<file path="src/rtl/crossbar_port_scheduler.sv">
`default_nettype none
// ============================================================================
// Module   : crossbar_port_scheduler
// Brief    : Per-output round-robin source arbitration, fixed transfer hold,
//            and valid/ready completion delivery for the crossbar datapath.
// Revision : 1.0  initial release
// ============================================================================
module crossbar_port_scheduler #(
    parameter  int NUM_PROC    = 4,
    parameter  int XFER_CYCLES = 4,
    localparam int IDW         = $clog2(NUM_PROC),
    localparam int FW          = $clog2(NUM_PROC + 1)
) (
    input  logic                         clk,
    input  logic                         rst,
    input  logic [NUM_PROC-1:0]          req_valid,
    input  logic [NUM_PROC-1:0][IDW-1:0] req_dest,
    output logic [NUM_PROC-1:0]          grant,
    output logic [NUM_PROC-1:0][IDW-1:0] out_sel,
    output logic [NUM_PROC-1:0]          out_valid,
    output logic [NUM_PROC-1:0][IDW-1:0] out_src,
    input  logic [NUM_PROC-1:0]          out_ready,
    output logic [NUM_PROC-1:0]          port_busy,
    output logic [FW-1:0]                in_flight
);

    localparam int              CW       = (XFER_CYCLES > 1) ? $clog2(XFER_CYCLES) : 1;
    localparam logic [CW-1:0]   CNT_LOAD = CW'(XFER_CYCLES - 1);

    typedef enum logic [1:0] {
        ST_IDLE    = 2'd0,
        ST_XFER    = 2'd1,
        ST_DELIVER = 2'd2
    } state_t;

    logic [NUM_PROC-1:0]               r_grant;
    logic [NUM_PROC-1:0]               w_grant_nxt;
    logic [NUM_PROC-1:0][NUM_PROC-1:0] w_port_grant;
    logic [FW-1:0]                     w_in_flight;

    for (genvar d = 0; d < NUM_PROC; d++) begin : g_port
        state_t              r_state;
        state_t              w_state_nxt;
        logic [CW-1:0]       r_cnt;
        logic [CW-1:0]       w_cnt_nxt;
        logic [IDW-1:0]      r_ptr;
        logic [IDW-1:0]      w_ptr_nxt;
        logic [IDW-1:0]      r_sel;
        logic [IDW-1:0]      w_sel_nxt;
        logic [IDW-1:0]      r_src;
        logic [IDW-1:0]      w_src_nxt;
        logic                r_oval;
        logic                w_oval_nxt;
        logic [NUM_PROC-1:0] w_elig;
        logic [NUM_PROC-1:0] w_gnt;
        logic                w_found;
        logic [IDW-1:0]      w_pick;

        // A source granted last cycle still shows its old head; mask it out.
        always_comb begin
            w_elig = '0;
            for (int s = 0; s < NUM_PROC; s++) begin
                w_elig[s] = req_valid[s] && (req_dest[s] == IDW'(d)) && !r_grant[s];
            end
        end

        always_comb begin
            w_found = 1'b0;
            w_pick  = r_ptr;
            for (int i = 0; i < NUM_PROC; i++) begin
                if (!w_found && w_elig[r_ptr + IDW'(i)]) begin
                    w_found = 1'b1;
                    w_pick  = r_ptr + IDW'(i);
                end
            end
        end

        always_comb begin
            w_state_nxt = r_state;
            w_cnt_nxt   = r_cnt;
            w_ptr_nxt   = r_ptr;
            w_sel_nxt   = r_sel;
            w_src_nxt   = r_src;
            w_oval_nxt  = r_oval;
            w_gnt       = '0;
            case (r_state)
                ST_IDLE: begin
                    if (w_found) begin
                        w_gnt[w_pick] = 1'b1;
                        w_sel_nxt     = w_pick;
                        w_cnt_nxt     = CNT_LOAD;
                        w_ptr_nxt     = w_pick + IDW'(1);
                        w_state_nxt   = ST_XFER;
                    end
                end
                ST_XFER: begin
                    if (r_cnt != '0) begin
                        w_cnt_nxt = r_cnt - CW'(1);
                    end else begin
                        w_oval_nxt  = 1'b1;
                        w_src_nxt   = r_sel;
                        w_state_nxt = ST_DELIVER;
                    end
                end
                ST_DELIVER: begin
                    if (out_ready[d]) begin
                        w_oval_nxt  = 1'b0;
                        w_state_nxt = ST_IDLE;
                    end
                end
                default: begin
                    w_state_nxt = ST_IDLE;
                end
            endcase
        end

        always_ff @(posedge clk) begin
            if (rst) begin
                r_state <= ST_IDLE;
                r_cnt   <= '0;
                r_ptr   <= '0;
                r_sel   <= '0;
                r_src   <= '0;
                r_oval  <= 1'b0;
            end else begin
                r_state <= w_state_nxt;
                r_cnt   <= w_cnt_nxt;
                r_ptr   <= w_ptr_nxt;
                r_sel   <= w_sel_nxt;
                r_src   <= w_src_nxt;
                r_oval  <= w_oval_nxt;
            end
        end

        assign w_port_grant[d] = w_gnt;
        assign out_sel[d]      = r_sel;
        assign out_src[d]      = r_src;
        assign out_valid[d]    = r_oval;
        assign port_busy[d]    = (r_state != ST_IDLE);
    end

    // Each source targets one port, so the per-port grant rows never overlap.
    always_comb begin
        w_grant_nxt = '0;
        for (int d = 0; d < NUM_PROC; d++) begin
            w_grant_nxt = w_grant_nxt | w_port_grant[d];
        end
    end

    always_ff @(posedge clk) begin
        if (rst) begin
            r_grant <= '0;
        end else begin
            r_grant <= w_grant_nxt;
        end
    end

    always_comb begin
        w_in_flight = '0;
        for (int d = 0; d < NUM_PROC; d++) begin
            w_in_flight = w_in_flight + FW'(port_busy[d]);
        end
    end

    assign grant     = r_grant;
    assign in_flight = w_in_flight;

endmodule
`default_nettype wire

</file>
<file path="config.mk">
export PLATFORM = sky130hd
export DESIGN_NAME = crossbar_port_scheduler
export DESIGN_NICKNAME = d
export VERILOG_FILES = /design/src/rtl/crossbar_port_scheduler.sv
export SDC_FILE = /design/constraint.sdc
export NUM_CORES = 1
export LEC_CHECK = 0
export BUFFER_PORTS_ARGS = -buffer_cell sky130_fd_sc_hd__buf_2
export CAP_MARGIN = 15
export CORE_MARGIN = 5
export CORE_UTILIZATION = 30
export CTS_BUF_LIST = sky130_fd_sc_hd__clkbuf_16
export DETAILED_ROUTE_END_ITERATION = 8
export HOLD_SLACK_MARGIN = 0.03
export SLEW_MARGIN = 20
export SYNTH_ARGS = -nofsm -noshare
export SYNTH_HDL_FRONTEND = slang
export SYNTH_SLANG_ARGS = --single-unit
</file>
<file path="constraint.sdc">
create_clock -name clk -period 4.4 [get_ports clk]
set_input_delay 1.1 -clock clk [delete_from_list [all_inputs] [get_ports clk]]
set_output_delay 1.1 -clock clk [all_outputs]
set_load 0.1 [all_outputs]
</file>
# Word-level counts from Yosys, hierarchy flattened
# Cells that the tools add are included.
# word_totals
out_inout_bits,31
register_bits,48
# classes
add_sub_neg,23
mux,116
reduce_logical,108
bitwise,7
magnitude_cmp,24
n_eq_ne,36
# ops
cell,n
$mux W2,32
$lt A2 B3 Y1 const B,20
$logic_and A1 B1 Y1,48
$mux W1,44
$reduce_and A3 Y1,12
$bmux W1 S2,16
$mux W4,8
$ne A2 B2 Y1 const B,16
$reduce_bool A2 Y1,16
$eq A2 B2 Y1 const B,12
$pmux W2 S3,4
$add A2 B1 Y2 const B,8
$add A2 B2 Y2 const B,8
$eq A2 B1 Y1 const B,8
$logic_not A1 Y1,16
$logic_not A2 Y1,8
$pmux W2 S2,4
$reduce_and A2 Y1,8
$or A4 B4 Y4,3
$demux W1 S2,4
$ge A2 B1 Y1 const B,4
$pmux W1 S2,4
$sub A2 B1 Y2 const B,4
$not A1 Y1,4
other kinds (3),3

# Longest topological paths before layout
# Gate-level depths: netlist of the first run.
# depth
word_depth,24
mapped_depth,8
ltp_nobuf,7

# Least setup slack after synthesis of the first run
# No wires, ideal clock.
# synth_path
path_type,reg-to-output
startpoint,register g_port[1].r_state[0]
endpoint,output port in_flight[1]
path_buffers,1
t_required_ns,3.300
path_slack_ns,0.187
arrival_time_ns,3.113
path_stages_with_launch,8
cell_sequence,dfxtp_1 -> or2_2 -> clkbuf_1 -> inv_1 -> fa_1 -> inv_1 -> ha_1 -> ha_1
# synth_via
elab_chain_len,4
# synth_rtl
item,line_no,source
"start, declared",42,state_t r_state;
"start signal, assigned",126,r_state <= w_state_nxt;
$reduce_bool A2 Y1,139,assign port_busy[d] = (r_state != ST_IDLE);
via port_busy[1],23,"output logic [NUM_PROC-1:0] port_busy,"
$add A1 B1 Y2,161,w_in_flight = w_in_flight + FW'(port_busy[d]);
$add A2 B1 Y3,161,
$add A3 B1 Y3,161,
"end, declared",24,output logic [FW-1:0] in_flight
# The timed path passes the listed nets, and every way through them passes these cells.

# Final worst setup path of the first run
# layout_path
startpoint,register g_port[3].r_state[0]
endpoint,output port in_flight[1]
# layout_via
elab_chain_len,2
# layout_rtl
item,line_no
"start, declared",42
"start signal, assigned",126
$reduce_bool A2 Y1,139
$add A3 B1 Y3,161
# Every way passes these cells.

==> results of run 1 <==
==> synthesized netlist by cell type, types with 3 or more instances <==
master / instances
buf_2: 4
ha_1: 22
clkbuf_1: 8
nor4bb_1: 3
mux2i_1: 9
nand2b_1: 3
nor3b_1: 5
dfxtp_1: 48
or4b_1: 3
nand3b_1: 3
nor3_1: 13
o22ai_1: 5
buf_4: 5
a211o_1: 3
nand4b_1: 4
a211oi_1: 6
nand4bb_1: 4
o32ai_1: 3
nor2_1: 42
inv_1: 18
a22oi_1: 9
nand2_1: 17
and2_1: 5
or2_2: 5
a21oi_1: 28
o21ai_0: 12
a21o_1: 5
a311oi_1: 6
==> final timing paths <==
kind	start	end	slack, ns	cells after the start
worst max-delay path	g_port[3].r_state[0]$_SDFFE_PP0P_	in_flight[1]	0.86	7
worst min-delay path	g_port[3].r_src[1]$_SDFFE_PP0P_	g_port[3].r_src[1]$_SDFFE_PP0P_	0.45	2
worst max register to register	grant[3]$_SDFF_PP0_	grant[1]$_SDFF_PP0_	2.04	8
worst min register to register	g_port[3].r_src[1]$_SDFFE_PP0P_	g_port[3].r_src[1]$_SDFFE_PP0P_	0.45	2
==> layer usage <==
metal	GRT usage [%]	wire [um]
met5	0	0
met1	15.38	3368
met3	2.173	310
met2	20.71	3554
met4	4.720	135
==> worst max-delay path, cell delays in order (launching register included) <==
cell     delay (ns)
dfxtp_1        0.42
or2_2          0.19
inv_1          0.06
fa_1           0.58
inv_1          0.06
ha_1           0.17
ha_1           0.26
buf_2          0.41
==> cells by family after synthesis <==
kind of cell | synth area share, %
and+or+nand+nor | 25.98
AOI/OAI and AO/OA | 22.81
DFF | 32.45
buffers and inverters | 5.746
adders and majority gates | 9.970
muxes | 3.042
==> power breakdown <==
| part | leakage (nW) | internal, mW | switching [mW] | total (mW) |
|---|---|---|---|---|
| clock network | 0.0798 | 0.267 | 0.168 | 0.435 |
| registers | 0.394 | 0.505 | 0.0724 | 0.577 |
| logic | 1.00 | 0.229 | 0.647 | 0.876 |
==> registers in the layout (all words and copies together), names as in the netlist <==
register and cells:
g_port.r_oval 4, g_port.r_src 8, g_port.r_sel 8, g_port.r_ptr 8, grant 4, g_port.r_cnt 8, g_port.r_state 8
==> area by class of cell <==
class                      count  area [um2]  area share [%]
clock inverter                 3       42.54           1.236
inverter                      18       67.56           1.964
tap                          133       166.4           4.836
multi-input combinational    255        1831           53.20
sequential                    48       960.9           27.93
timing repair buffer          49       247.7           7.200
clock buffer                   5       125.1           3.636
==> impl_metrics.py, run 1 <==
metrics = {
    "timing": {
        "maxSlewViolCount": 0,
        "fin_skew_ns": 0.002800,
        "slew_headroom_pct": 29.62,
        "worst_hold_slack_ns": 0.4531,
        "fin_setup_tns_ns": 0,
        "tightest_slew_ns": 1.042,
        "fin_crit_sh_pct": 80.55,
        "rsz0062_at_grt": "no",
        "period_needed_ns": 3.544,
        "fmax_ghz": 0.2821,
        "final_hold_viol_count": 0,
        "setup_violations": 0,
        "setup_slack_ns": 0.8557,
    },
    "clock_tree": {
        "ctsHoldBuffers": 0,
        "clkTransAtPathRegs_ns": 0.06,
        "htree_num_levels": 2,
        "clockRootBuffer": "clkbuf_16",
        "clock_latency_ns": 0.29,
        "clk_path_buf_depth": 2,
        "cts_buffers": 5,
        "cts_tree": "built",
        "clock-sinks": 48,
        "post_cts_resized": 0,
        "cts_setup_buffers": 0,
    },
    "floorplanning": {
        "dieArea_um2": 11960,
        "core-area_um2": 9684,
        "dieHeight_um": 109.4,
        "rows": 36,
        "ios": 49,
        "start_util_pct": 30.58,
        "die_w_um": 109.4,
    },
    "final_layout": {
        "n_antenna_cell": 0,
        "drive_above_1_share_pct": 20.37,
        "fin_area_um2": 3441,
        "final_util_pct": 35.53,
        "layout_common_cells": "dfxtp_1 (48), buf_2 (48), nor2_1 (42)",
        "nFillCells": 992,
        "areaGrowthSynthToFinish_pct": 16.18,
        "nets": 418,
        "stdcell_count": 511,
    },
    "drt": {
        "drt.antenna.violating_nets": 0,
        "detail_route.wl_per_cell_um": 14.42,
        "dr.pass1.iters": 4,
        "first_iter_violations": 132,
        "vias": 2650,
        "vias_per_cell": 5.186,
        "drc": 0,
        "wirelength_um": 7369,
    },
    "place": {
        "gp_congestion": 0.7864,
        "dp_hpwl_um": 5512,
        "postPlaceCellArea_um2": 3273,
        "place_ws_ns": 1.132,
        "portBuffers": 48,
        "dp.cells": 503,
    },
    "setup_path": {
        "startpoint_type": "flip-flop",
        "cp_max_fo": 7,
        "crit_required_ns": 3.30,
        "cp-end-kind": "output pin",
        "cp.arrival_ns": 2.44,
        "worstSetupPathType": "flip-flop to output pin",
    },
    "yosys": {
        "ys.warnings.count": 0,
        "ys_seq_area_share_pct": 32.45,
        "synth-async-reset-ratio_pct": 0,
        "ys_types": 58,
        "synth_flop_cell": "dfxtp_1",
        "syn_area_um2": 2962,
        "synth_top_area_share_pct": 32.45,
        "synth_edf_count": 0,
        "netlist_top_cells_area": "dfxtp_1 (32%), ha_1 (9.3%), nor2_1 (5.3%)",
        "synth_cells": 340,
        "syn_avg_cell_area_um2": 8.711,
        "syn_nets": 381,
        "ys_seq_elements": 48,
        "synth_top_area_cell": "dfxtp_1",
    },
    "grt": {
        "grt-ovfl-total": 0,
        "grt_pass1_vias": 2447,
        "grt_pass1_wl_um": 11690,
        "antenna_found_initial": 0,
        "grt_max_degree": 51,
        "grtUsageTotal_pct": 12.22,
    },
    "power_and_ir_drop": {
        "powerDensity_nw_per_um2": 548.9,
        "peakVddDrop_mv": 0.2831,
        "power_mw": 1.889,
        "p_leak_nw": 1.474,
    },
    "status": {
        "status": "finished clean",
    },
    "worst_hold_path": {
        "worstHoldPathType": "flip-flop to flip-flop",
    },
    "job": {
        "drv_cap": 0,
    },
}
No activity file was read; power rests on OpenSTA's default activity.
==> run 2: changes to the inputs <==
==> constraint.sdc (replaced) <==
create_clock -name clk -period 3.5 [get_ports clk]
set_input_delay 0.875 -clock clk [delete_from_list [all_inputs] [get_ports clk]]
set_output_delay 0.875 -clock clk [all_outputs]
set_load 0.1 [all_outputs]
==> impl_metrics.py, run 2 (synthesis results as in run 1) <==
metrics = {
    "clock_tree": {
        "cts_buffers": 5,
        "post_cts_resized": 0,
        "clkTransAtPathRegs_ns": 0.07,
        "cts_tree": "built",
        "ctsHoldBuffers": 0,
        "htree_num_levels": 2,
        "clock_latency_ns": 0.29,
        "clockRootBuffer": "clkbuf_16",
        "clk_path_buf_depth": 2,
        "cts_setup_buffers": 0,
        "clock-sinks": 48,
    },
    "drt": {
        "drc": 0,
        "first_iter_violations": 130,
        "wirelength_um": 7000,
        "detail_route.wl_per_cell_um": 13.65,
        "drt.antenna.violating_nets": 0,
        "vias": 2628,
        "vias_per_cell": 5.123,
        "dr.pass1.iters": 4,
    },
    "timing": {
        "fin_setup_tns_ns": 0,
        "tightest_slew_ns": 0.9360,
        "period_needed_ns": 3.288,
        "maxSlewViolCount": 0,
        "setup_violations": 0,
        "fin_crit_sh_pct": 93.93,
        "worst_hold_slack_ns": 0.4507,
        "slew_headroom_pct": 37.60,
        "fmax_ghz": 0.3042,
        "final_hold_viol_count": 0,
        "rsz0062_at_grt": "no",
        "fin_skew_ns": 0.004504,
        "setup_slack_ns": 0.2123,
    },
    "grt": {
        "antenna_found_initial": 0,
        "grt_pass1_wl_um": 11680,
        "grtUsageTotal_pct": 12.23,
        "grt_pass1_vias": 2491,
        "grt-ovfl-total": 0,
        "grt_max_degree": 51,
    },
    "place": {
        "place_ws_ns": 0.5071,
        "gp_congestion": 0.8077,
        "dp_hpwl_um": 5428,
        "portBuffers": 48,
    },
    "power_and_ir_drop": {
        "p_leak_nw": 1.484,
        "peakVddDrop_mv": 0.2681,
        "powerDensity_nw_per_um2": 685.1,
    },
    "final_layout": {
        "layout_common_cells": "dfxtp_1 (48), buf_2 (48), nor2_1 (42)",
        "n_antenna_cell": 0,
        "drive_above_1_share_pct": 20.79,
        "final_util_pct": 35.68,
        "nets": 420,
        "areaGrowthSynthToFinish_pct": 16.69,
    },
    "floorplanning": {
        "ios": 49,
        "dieHeight_um": 109.4,
        "rows": 36,
        "start_util_pct": 30.58,
        "die_w_um": 109.4,
        "core-area_um2": 9684,
        "dieArea_um2": 11960,
    },
    "job": {
        "drv_cap": 0,
    },
    "setup_path": {
        "crit_required_ns": 2.62,
        "worstSetupPathType": "flip-flop to output pin",
        "startpoint_type": "flip-flop",
        "ff2ff_path_depth": 8,
        "reg2reg_to": "grant[1]$_SDFF_PP0_",
        "r2r_setup_slack_ns": 1.22,
        "cp-end-kind": "output pin",
        "cp.arrival_ns": 2.41,
        "cp_max_fo": 7,
        "rr_startpoint": "grant[3]$_SDFF_PP0_",
    },
    "worst_hold_path": {
        "min_to": "g_port[3].r_src[1]$_SDFFE_PP0P_",
        "hold_path_depth": 2,
        "worstHoldPathType": "flip-flop to flip-flop",
        "min-delay-start": "g_port[3].r_src[1]$_SDFFE_PP0P_",
    },
    "status": {
        "status": "finished clean",
    },
}
[run 2: cell types whose count changed in the layout (fill, tap and decap cells not counted), sizes merged]
cell,before,now
buf,49,51
[run 2: metal layers]
metal	GRT usage (%)	wire length, um
met5	0	0
met2	21.10	3437
met1	14.96	3110
met4	4.096	138
met3	2.819	313
[run 2: power by group]
part           total, mW  switching, mW  leakage, nW  internal [mW]
registers          0.726         0.0916        0.394          0.635
clock network      0.545          0.209       0.0798          0.336
logic               1.10          0.805         1.01          0.292
total               2.37           1.11         1.48           1.26
[run 2: how the worst max path moves through the flow]
| stage | slack [ns] | endpoint | cells past startpoint | from |
|---|---|---|---|---|
| floorplan | 0.02 | in_flight[1] | 7 | g_port[1].r_state[0]$_SDFFE_PP0P_ |
| global placement | 0.53 | in_flight[1] | 7 | g_port[3].r_state[0]$_SDFFE_PP0P_ |
| detailed placement | 0.51 | in_flight[1] | 7 | g_port[3].r_state[0]$_SDFFE_PP0P_ |
| CTS | 0.19 | in_flight[1] | 7 | g_port[3].r_state[0]$_SDFFE_PP0P_ |
| global route | 0.09 | in_flight[1] | 7 | g_port[3].r_state[0]$_SDFFE_PP0P_ |
| finish | 0.21 | in_flight[1] | 7 | g_port[3].r_state[0]$_SDFFE_PP0P_ |
[run 2: layout make-up]
class | count | area [um2]
clock buffer | 5 | 125.1
clock inverter | 3 | 42.54
fill | 1020 | 6228
inverter | 18 | 67.56
multi-input combinational | 255 | 1831
sequential | 48 | 960.9
tap | 133 | 166.4
timing repair buffer | 51 | 262.8
[run 2: worst max-delay path: stages (launching register included)]
cell and delay [ns]:
dfxtp_1 0.41, or2_2 0.19, inv_1 0.07, fa_1 0.56
inv_1 0.05, ha_1 0.17, ha_1 0.26, buf_2 0.41
[run 2: through the flow]
| stage | power [mW] | cell area [um2] | instances |
|---|---|---|---|
| floorplan | 1.669 | 2963 | 340 |
| global placement | 1.828 | 3288 | 505 |
| detailed placement | 1.843 | 3288 | 505 |
| CTS | 2.396 | 3456 | 513 |
| global route | 2.521 | 3456 | 513 |
| finish | 2.368 | 3456 | 513 |
